===== config.mk =====
export PLATFORM = sky130hd
export DESIGN_NAME = jtkiwi_sdram_arb
export DESIGN_NICKNAME = d
export VERILOG_FILES = /design/src/rtl/jtkiwi_sdram_arb.sv
export SDC_FILE = /design/constraint.sdc
export NUM_CORES = 1
export LEC_CHECK = 0
export CAP_MARGIN = 20
export CELL_PAD_IN_SITES_DETAIL_PLACEMENT = 1
export CELL_PAD_IN_SITES_GLOBAL_PLACEMENT = 1
export CORE_AREA = 2 2 134 136
export CTS_CLUSTER_DIAMETER = 150
export CTS_CLUSTER_SIZE = 10
export DETAILED_ROUTE_END_ITERATION = 10
export DIE_AREA = 0 0 136 138
export PLACE_DENSITY = 0.82
export SETUP_SLACK_MARGIN = 0.1
export SLEW_MARGIN = 0
export SYNTH_ARGS = -nofsm -noshare
export SYNTH_HDL_FRONTEND = slang
export SYNTH_SLANG_ARGS = --single-unit

===== constraint.sdc =====
create_clock -name clk -period 1.96 [get_ports clk]
set_input_delay 0.294 -clock clk [delete_from_list [all_inputs] [get_ports clk]]
set_output_delay 0.294 -clock clk [all_outputs]
set_load 0.03 [all_outputs]

===== src/rtl/jtkiwi_sdram_arb.sv =====
// jtkiwi_sdram_arb
// Two-requester round-robin arbiter in front of one shared SDRAM read slot.
// Each requester (scroll layer and object layer) owns a one-entry result
// buffer (valid, data, tag). A requester whose current address matches its
// buffer tag is served straight from the buffer; otherwise it is pending and
// competes for the SDRAM slot.
//
// Ports
//   clk                 single clock
//   rst                 synchronous, active-high reset
//   scr_cs/scr_addr     scroll requester strobe and word address
//   scr_data/scr_ok     scroll result data and hit indication
//   obj_cs/obj_addr     object requester strobe and word address
//   obj_data/obj_ok     object result data and hit indication
//   ram_cs/ram_addr     SDRAM slot request and latched word address
//   ram_data/ram_ok     SDRAM slot read data and completion strobe
//   busy                high whenever an access is in flight (not IDLE)
module jtkiwi_sdram_arb #(
  parameter int AW        = 18,
  parameter bit OBJ_FIRST = 1'b1
) (
  input  logic          clk,
  input  logic          rst,
  input  logic          scr_cs,
  input  logic [AW-1:0] scr_addr,
  output logic [31:0]   scr_data,
  output logic          scr_ok,
  input  logic          obj_cs,
  input  logic [AW-1:0] obj_addr,
  output logic [31:0]   obj_data,
  output logic          obj_ok,
  output logic          ram_cs,
  output logic [AW-1:0] ram_addr,
  input  logic [31:0]   ram_data,
  input  logic          ram_ok,
  output logic          busy
);

  typedef enum logic [1:0] {
    IDLE  = 2'd0,
    ISSUE = 2'd1,
    WAIT  = 2'd2
  } state_t;

  state_t        state_r, state_s;
  logic          ram_cs_r, ram_cs_s;
  logic [AW-1:0] ram_addr_r, ram_addr_s;
  logic          gnt_obj_r, gnt_obj_s;    // current access belongs to obj
  logic          last_obj_r, last_obj_s;  // previous grant went to obj
  logic          wr_scr_s, wr_obj_s;

  logic          scr_valid_r, obj_valid_r;
  logic [31:0]   scr_data_r, obj_data_r;
  logic [AW-1:0] scr_tag_r, obj_tag_r;

  logic          scr_match_s, obj_match_s;
  logic          scr_pend_s, obj_pend_s;

  // Full-width tag compare; a requester is pending when its buffer misses.
  always_comb begin
    scr_match_s = scr_valid_r & (scr_addr == scr_tag_r);
    obj_match_s = obj_valid_r & (obj_addr == obj_tag_r);
    scr_pend_s  = scr_cs & ~scr_match_s;
    obj_pend_s  = obj_cs & ~obj_match_s;
  end

  assign scr_ok   = scr_cs & scr_match_s;
  assign obj_ok   = obj_cs & obj_match_s;
  assign scr_data = scr_data_r;
  assign obj_data = obj_data_r;
  assign ram_cs   = ram_cs_r;
  assign ram_addr = ram_addr_r;
  assign busy     = (state_r != IDLE);

  // Next-state and slot-control logic for the IDLE/ISSUE/WAIT sequence.
  always_comb begin
    state_s    = state_r;
    ram_cs_s   = ram_cs_r;
    ram_addr_s = ram_addr_r;
    gnt_obj_s  = gnt_obj_r;
    last_obj_s = last_obj_r;
    wr_scr_s   = 1'b0;
    wr_obj_s   = 1'b0;
    case (state_r)
      IDLE: begin
        if (scr_pend_s || obj_pend_s) begin
          // On a tie the side that lost last time wins
          if (scr_pend_s && obj_pend_s) begin
            gnt_obj_s = ~last_obj_r;
          end else begin
            gnt_obj_s = obj_pend_s;
          end
          last_obj_s = gnt_obj_s;
          ram_addr_s = gnt_obj_s ? obj_addr : scr_addr;
          ram_cs_s   = 1'b1;
          state_s    = ISSUE;
        end else begin
          ram_cs_s = 1'b0;
          state_s  = IDLE;
        end
      end
      ISSUE: begin
        // ram_ok here still belongs to the previous access, so ignore it
        ram_cs_s = 1'b1;
        state_s  = WAIT;
      end
      WAIT: begin
        if (ram_ok) begin
          // Completion is written even if the requester moved on meanwhile
          wr_obj_s = gnt_obj_r;
          wr_scr_s = ~gnt_obj_r;
          ram_cs_s = 1'b0;
          state_s  = IDLE;
        end else begin
          ram_cs_s = 1'b1;
          state_s  = WAIT;
        end
      end
      default: begin
        ram_cs_s = 1'b0;
        state_s  = IDLE;
      end
    endcase
  end

  // Arbiter state and SDRAM slot registers.
  always_ff @(posedge clk) begin
    if (rst) begin
      state_r    <= IDLE;
      ram_cs_r   <= 1'b0;
      ram_addr_r <= {AW{1'b0}};
      gnt_obj_r  <= 1'b0;
      last_obj_r <= ~OBJ_FIRST;
    end else begin
      state_r    <= state_s;
      ram_cs_r   <= ram_cs_s;
      ram_addr_r <= ram_addr_s;
      gnt_obj_r  <= gnt_obj_s;
      last_obj_r <= last_obj_s;
    end
  end

  // Per-requester result buffers, updated only by their own completions.
  always_ff @(posedge clk) begin
    if (rst) begin
      scr_valid_r <= 1'b0;
      scr_data_r  <= 32'd0;
      scr_tag_r   <= {AW{1'b0}};
      obj_valid_r <= 1'b0;
      obj_data_r  <= 32'd0;
      obj_tag_r   <= {AW{1'b0}};
    end else begin
      if (wr_scr_s) begin
        scr_valid_r <= 1'b1;
        scr_data_r  <= ram_data;
        scr_tag_r   <= ram_addr_r;
      end
      if (wr_obj_s) begin
        obj_valid_r <= 1'b1;
        obj_data_r  <= ram_data;
        obj_tag_r   <= ram_addr_r;
      end
    end
  end

endmodule


Word-level counts from Yosys, hierarchy flattened:

Cells that the tools add are included.

* logic and storage cells: 42
* input bits: 73
* output and inout port bits: 86
* bits in registers: 124

* reductions and logical operators: 5
* muxes and demuxes: 14
* bitwise gates (word level): 9
* equality and inequality tests: 4

Operators with widths (number)
* == test 18 bit: 2
* two-way mux 18 bit: 1
* two-way mux 1 bit: 10
* bitwise AND 1 bit: 6
* one-hot mux 2 bit (3 select lines): 1
* inverter 1 bit: 3
* one-hot mux 1 bit (3 select lines): 1
* == test 2 x 1 -> 1 bit (second input constant): 1
* == test 2 bit (second input constant): 1
* logical NOT 2 bit: 1
* two-way mux 2 bit: 1
* AND reduction 2 bit: 1
* nonzero test 2 bit: 1
* logical AND 1 bit: 1
* logical OR 1 bit: 1

Depth between registers and ports, before layout:

* word-level depth: 9
* mapped depth: 8
* mapped depth without buffers: 6

Least setup slack after synthesis:

No wires, ideal clock.

* path kind: reg-to-reg
* from: register obj_tag_r[5]
* to: register ram_addr_r[10] (netlist: ram_addr[10])
* buffers on the path: 2
* setup slack: -44 ps
* period minus slack after synthesis: 2004 ps
* required time: 1872 ps
* arrival time: 1916 ps
* cell stages (with the launch flop): 9
* library setup time: 88 ps
* path through: dfxtp_1 > xor2_1 > nor4_1 > nand4_1 > o311a_1 > or2_1 > buf_6 > buf_12 > a311oi_2

* word-level cells in the longest chain between the ends: 9
* elaborated cells between the ends (all ways): 11
* those cells by class: 1 x eq/ne; 4 x mux; 3 x bitwise; 3 x reduce/logical

Ends and longest elaborated chain
* start, declared: line 54 `logic [AW-1:0] scr_tag_r, obj_tag_r;`
* start signal, assigned: line 151 `obj_tag_r <= {AW{1'b0}};`
* start signal, assigned: line 161 `obj_tag_r <= ram_addr_r;`
* == test 18 bit (*): line 62 `obj_match_s = obj_valid_r & (obj_addr == obj_tag_r);`
* bitwise AND 1 bit (*): line 62
* inverter 1 bit (*): line 64 `obj_pend_s = obj_cs & ~obj_match_s;`
* bitwise AND 1 bit (*): line 64
* logical AND 1 bit: line 88 `if (scr_pend_s && obj_pend_s) begin`
* two-way mux 1 bit: line 88
* two-way mux 1 bit: line 86 `if (scr_pend_s || obj_pend_s) begin`
* two-way mux 1 bit: line 84 `case (state_r)`
* two-way mux 18 bit: line 94 `ram_addr_s = gnt_obj_s ? obj_addr : scr_addr;`
* end signal, assigned: line 131 `ram_addr_r <= {AW{1'b0}};`
* end signal, assigned: line 137 `ram_addr_r <= ram_addr_s;`
* end, declared: line 47 `logic [AW-1:0] ram_addr_r, ram_addr_s;`

Every way passes the cells marked *; elsewhere a longest branch is shown, timed or not. The select of a mux whose other input is x is not followed.
A chain may end at the register's enable or synchronous reset.

Final worst setup path:

* from: input port obj_addr[4]
* to: output port obj_ok

* word-level cells in the longest chain between the ends: 3

Ends and longest elaborated chain
* start, declared: line 29 `input logic [AW-1:0] obj_addr,`
* == test 18 bit: line 62
* bitwise AND 1 bit: line 62
* bitwise AND 1 bit: line 68 `assign obj_ok = obj_cs & obj_match_s;`
* end, declared: line 31 `output logic obj_ok,`

No other way between the ends.

==> results.txt <==
STA classifies the critical path startpoint as an input pin. The post-synthesis sequential area ratio is 48.70%. The maximum achievable frequency came out at 401.7 MHz. For the worst setup path, the data required time is 1670 ps. Setup repair after global routing could not meet its margin everywhere.

The worst endpoint data arrival time is 2200 ps. The per-cell routed wire length is 19.92 µm. Setup violations remaining at the end of the flow were counted as 23. The global placement routability congestion came out at 0.8506.

The post-synthesis net count is 710. The actual slew at the worst max-slew pin came out at 447.2 ps. The capture instance of the worst register-to-register path is ram_addr[7]. The power per standard cell area came out at 844.2 nW/µm².

The leakage power summed over all cells came out at 3.290 nW. After filler insertion, the fill cell instance count of the layout stands at 1,997. Counting flops and latches in the post-synthesis netlist gives 124. The cell at the slowest stage of the critical path is or4_4.

The peak per-stage delay on the critical path came out at 550 ps. The combined buffer and inverter count along the critical path is 2. The max-slew headroom at the worst pin is 69.96%. The placement-stage worst setup slack came out at -646.2 ps. Across the run, the number of max-cap violations was 0. Counting distinct cell types in the post-synthesis netlist gives 32. The final critical path time including I/O delays and setup is 2490 ps.

The floorplan die area is 18,770 µm². The total length of routed wires is 21.28 mm. The mean number of vias per cell is 5.180. The H-tree was split into 4 levels. The clock skew is 14.20 ps. The total routing resource utilization after global routing is 19.83%. TritonCTS built the clock tree. The checks that failed: setup timing. Measured along the x axis, the die boundary spans 136 µm. The first global-routing pass estimated 28.83 mm of wire. The combined area of all synthesized cells is 5097 µm². The portion of synthesized cell area occupied by the leading cell type is 48.70%. The HPWL after detailed placement is 12.43 mm. The worst supply voltage drop on vdd came out at 0.6416 mV. The final max-slew violation count came out at 0.

The startpoint of the worst-slack reg-to-reg timing path is obj_tag_r[14]. Across the whole layout, storage elements account for 2491 µm². The combined area of the multi-input logic cells is 2843 µm².

Buffers inserted during clock tree synthesis total 17. The row count came out at 49. The vertical die dimension is 138 µm. The number of buffers on the longest clock path came out at 2. For this run, the number of Yosys warnings is 0. The count of final hold-check violations is 0.

The critical path is of the in2out type. The depth of the most critical reg-to-reg path came out at 6. The number of sinks on the clock net came out at 124.

A synthesized cell averages 8.002 µm². The signal on the critical path passes through clkdlybuf4s50_1 -> xor2_1 -> or4_4 -> nor4_4 -> and3_4 -> buf_6. The remaining antenna violation count is 0. The number of antenna violations at the first check in global routing is 0.

The final layout net count came out at 900. The maximum number of pins on one net before global-route repair is 68. The endpoint of the worst hold-timing path is obj_data[0]. The area growth from synthesis to layout is 68.48%. The worst hold path begins at rst. The starting density of the core is 29.07%. The final antenna diode count is 0. Summed over all instances, the cell type with the most area after synthesis is dfxtp_1. The kind of cell with the highest combined delay along the critical path is simple AND/OR/NAND/NOR gates. The type of the tightest min-delay check is in2reg. The count of buffers inserted at the top-level ports is 158. The slack of the worst reg-to-reg path came out at -380 ps.

159 I/O pins were placed. By area the synthesized netlist is led by dfxtp_1 49%, nand2_1 15%, a21oi_1 10%, xor2_1 3.8%, a311oi_2 2.9%. STA classifies the critical path endpoint as an output port. Once routing completed, OpenROAD measured the worst setup slack at -529.6 ps.

The number of cells traversed by the worst hold path is 2. The floorplan core area came out at 17,530 µm². The maximum fanout along the worst path is 2.

Synthesis produced 637 cells. The violation count after the first detailed-routing iteration is 289. The detailed-router iteration count before antenna repair came out at 5. Dividing the final minimum period by the clock period gives 127.0%. The share of final-layout standard cells stronger than drive strength 1 is 21.45%. The run finished, with violations left.

The insertion delay of the later-clocked pin in the worst-skew pair is 420 ps. The total number of vias is 5,532. The global route total overflow came out at 0. After detailed routing, the number of remaining DRC violations is 0. The number of global-route vias before repair came to 5,421. The clock transition at the registers of the reported paths is 50 ps. Total power for the finished layout comes to 7.250 mW. Clock tree synthesis selected as its root buffer the cell clkbuf_16.
-- cell usage in the layout, fill, tap and decap left out, types with 7 or more instances in the layout --
cell	synthesis	routed
nor3_2	0	8
buf_6	2	8
a21oi_1	102	100
buf_12	1	11
o21ai_1	10	9
nand3_2	0	13
xor2_1	22	19
xnor2_1	14	10
dlymetal6s2s_1	0	22
dfxtp_2	0	7
a311oi_2	10	15
clkdlybuf4s50_1	0	125
buf_4	0	36
dlygate4sd2_1	0	8
nor2_1	14	10
nand4_1	8	8
nand2_1	204	204
clkbuf_16	0	20
dfxtp_1	124	117
-- synth_stat cells --
| cell type | count |
|---|---|
| or3b_1 | 3 |
| or2_2 | 1 |
| xor2_1 | 22 |
| and4_1 | 1 |
| mux2i_1 | 1 |
| nand4_1 | 8 |
| a31o_1 | 1 |
| buf_2 | 5 |
| a21oi_1 | 102 |
| and3_1 | 2 |
| nand2_1 | 204 |
| nor4_1 | 5 |
| nor2_1 | 14 |
| o311a_1 | 2 |
| nor3_1 | 20 |
| buf_12 | 1 |
| inv_1 | 1 |
| xnor2_1 | 14 |
| a311oi_2 | 10 |
| or2_1 | 1 |
| or4_1 | 4 |
| clkbuf_1 | 39 |
| a21boi_1 | 1 |
| buf_6 | 2 |
| nand3_1 | 20 |
| nor2b_1 | 1 |
| a31oi_1 | 1 |
| o21ai_1 | 10 |
| a311oi_1 | 8 |
| dfxtp_1 | 124 |
| o21ai_0 | 8 |
| o31ai_2 | 1 |
-- where the power goes --
group / total, mW / switching, mW / internal (mW)
combinational: 1.24 / 0.672 / 0.568
sequential: 2.72 / 0.109 / 2.61
clock: 3.29 / 1.14 / 2.15
total: 7.25 / 1.92 / 5.33
-- flip-flops by register name (all words and copies together) (netlist names), 2 cells and up --
name	flops
ram_addr	18
scr_data	32
scr_tag_r	18
state_r	2
obj_tag_r	18
obj_data	32
-- cells by family (layout without fill, tap and decap cells) --
group / count (synthesis) / after routing / synth area share, %
AND/OR/NAND/NOR: 284 / 284 / 23.47
AO/OA/AOI/OAI: 144 / 144 / 17.18
flip-flops: 124 / 124 / 48.70
buffers and inverters: 48 / 250 / 4.271
XOR/XNOR: 36 / 36 / 6.186
multiplexers: 1 / 1 / 0.1964
-- routing by layer --
layer	share of wire (%)	global-route usage (%)
met1	39	23.47
met3	5.8	4.694
met4	4.1	10.36
met2	51	33.09
met5	0	0
-- metrics by stage --
step | util [%] | hold slack (ps) | std cells | area, µm² | TNS [ps]
after floorplan | - | 430.0 | 637 | 5126 | -87.80
after global placement | 41.12 | 441.6 | 1017 | 7209 | -12070
after detailed placement | 41.12 | 447.3 | 1017 | 7209 | -13220
after CTS | 45.88 | 92.18 | 1056 | 8044 | -4319
after global routing | 48.98 | 104.1 | 1068 | 8588 | -8361
final | 48.98 | 105.3 | 1068 | 8588 | -7131
-- worst reg2reg max path, stage by stage (launching register included) --
cell and delay [ps]:
dfxtp_1 340, xnor2_2 260, or3b_4 440, o311a_1 390, or2_4 280, buf_8 150, a311oi_4 360
-- cell type report --
cell class / instances / area share [%]
Clock inverter: 7 / 1.282
Timing Repair Buffer: 218 / 27.39
Multi-Input combinational cell: 465 / 33.10
Inverter: 1 / 0.04371
Clock buffer: 24 / 5.842
Sequential cell: 124 / 29.01
Tap cell: 229 / 3.336
-- worst max-delay path by stage --
stage               slack (ps)          from           end  depth (start not counted)
floorplan                   -9  obj_tag_r[0]  ram_addr[10]                          8
global placement          -560   obj_addr[0]  ram_addr[15]                          8
detailed placement        -650   scr_addr[7]  ram_addr[16]                          8
CTS                       -400  obj_tag_r[3]        obj_ok                          5
global route              -590   obj_addr[4]        obj_ok                          6
finish                    -530   obj_addr[4]        obj_ok                          6
-- what timing repair did --
| action | CTS | global route |
|---|---|---|
| pin swaps | 21 | 21 |
| gates resized for setup | 38 | 96 |
| buffers inserted | 5 | 9 |
| gates cloned | 3 | 5 |
| endpoints found under the setup margin | 25 | 37 |
| hold buffers | 0 | 0 |
Power figures use the tool's default switching activity.
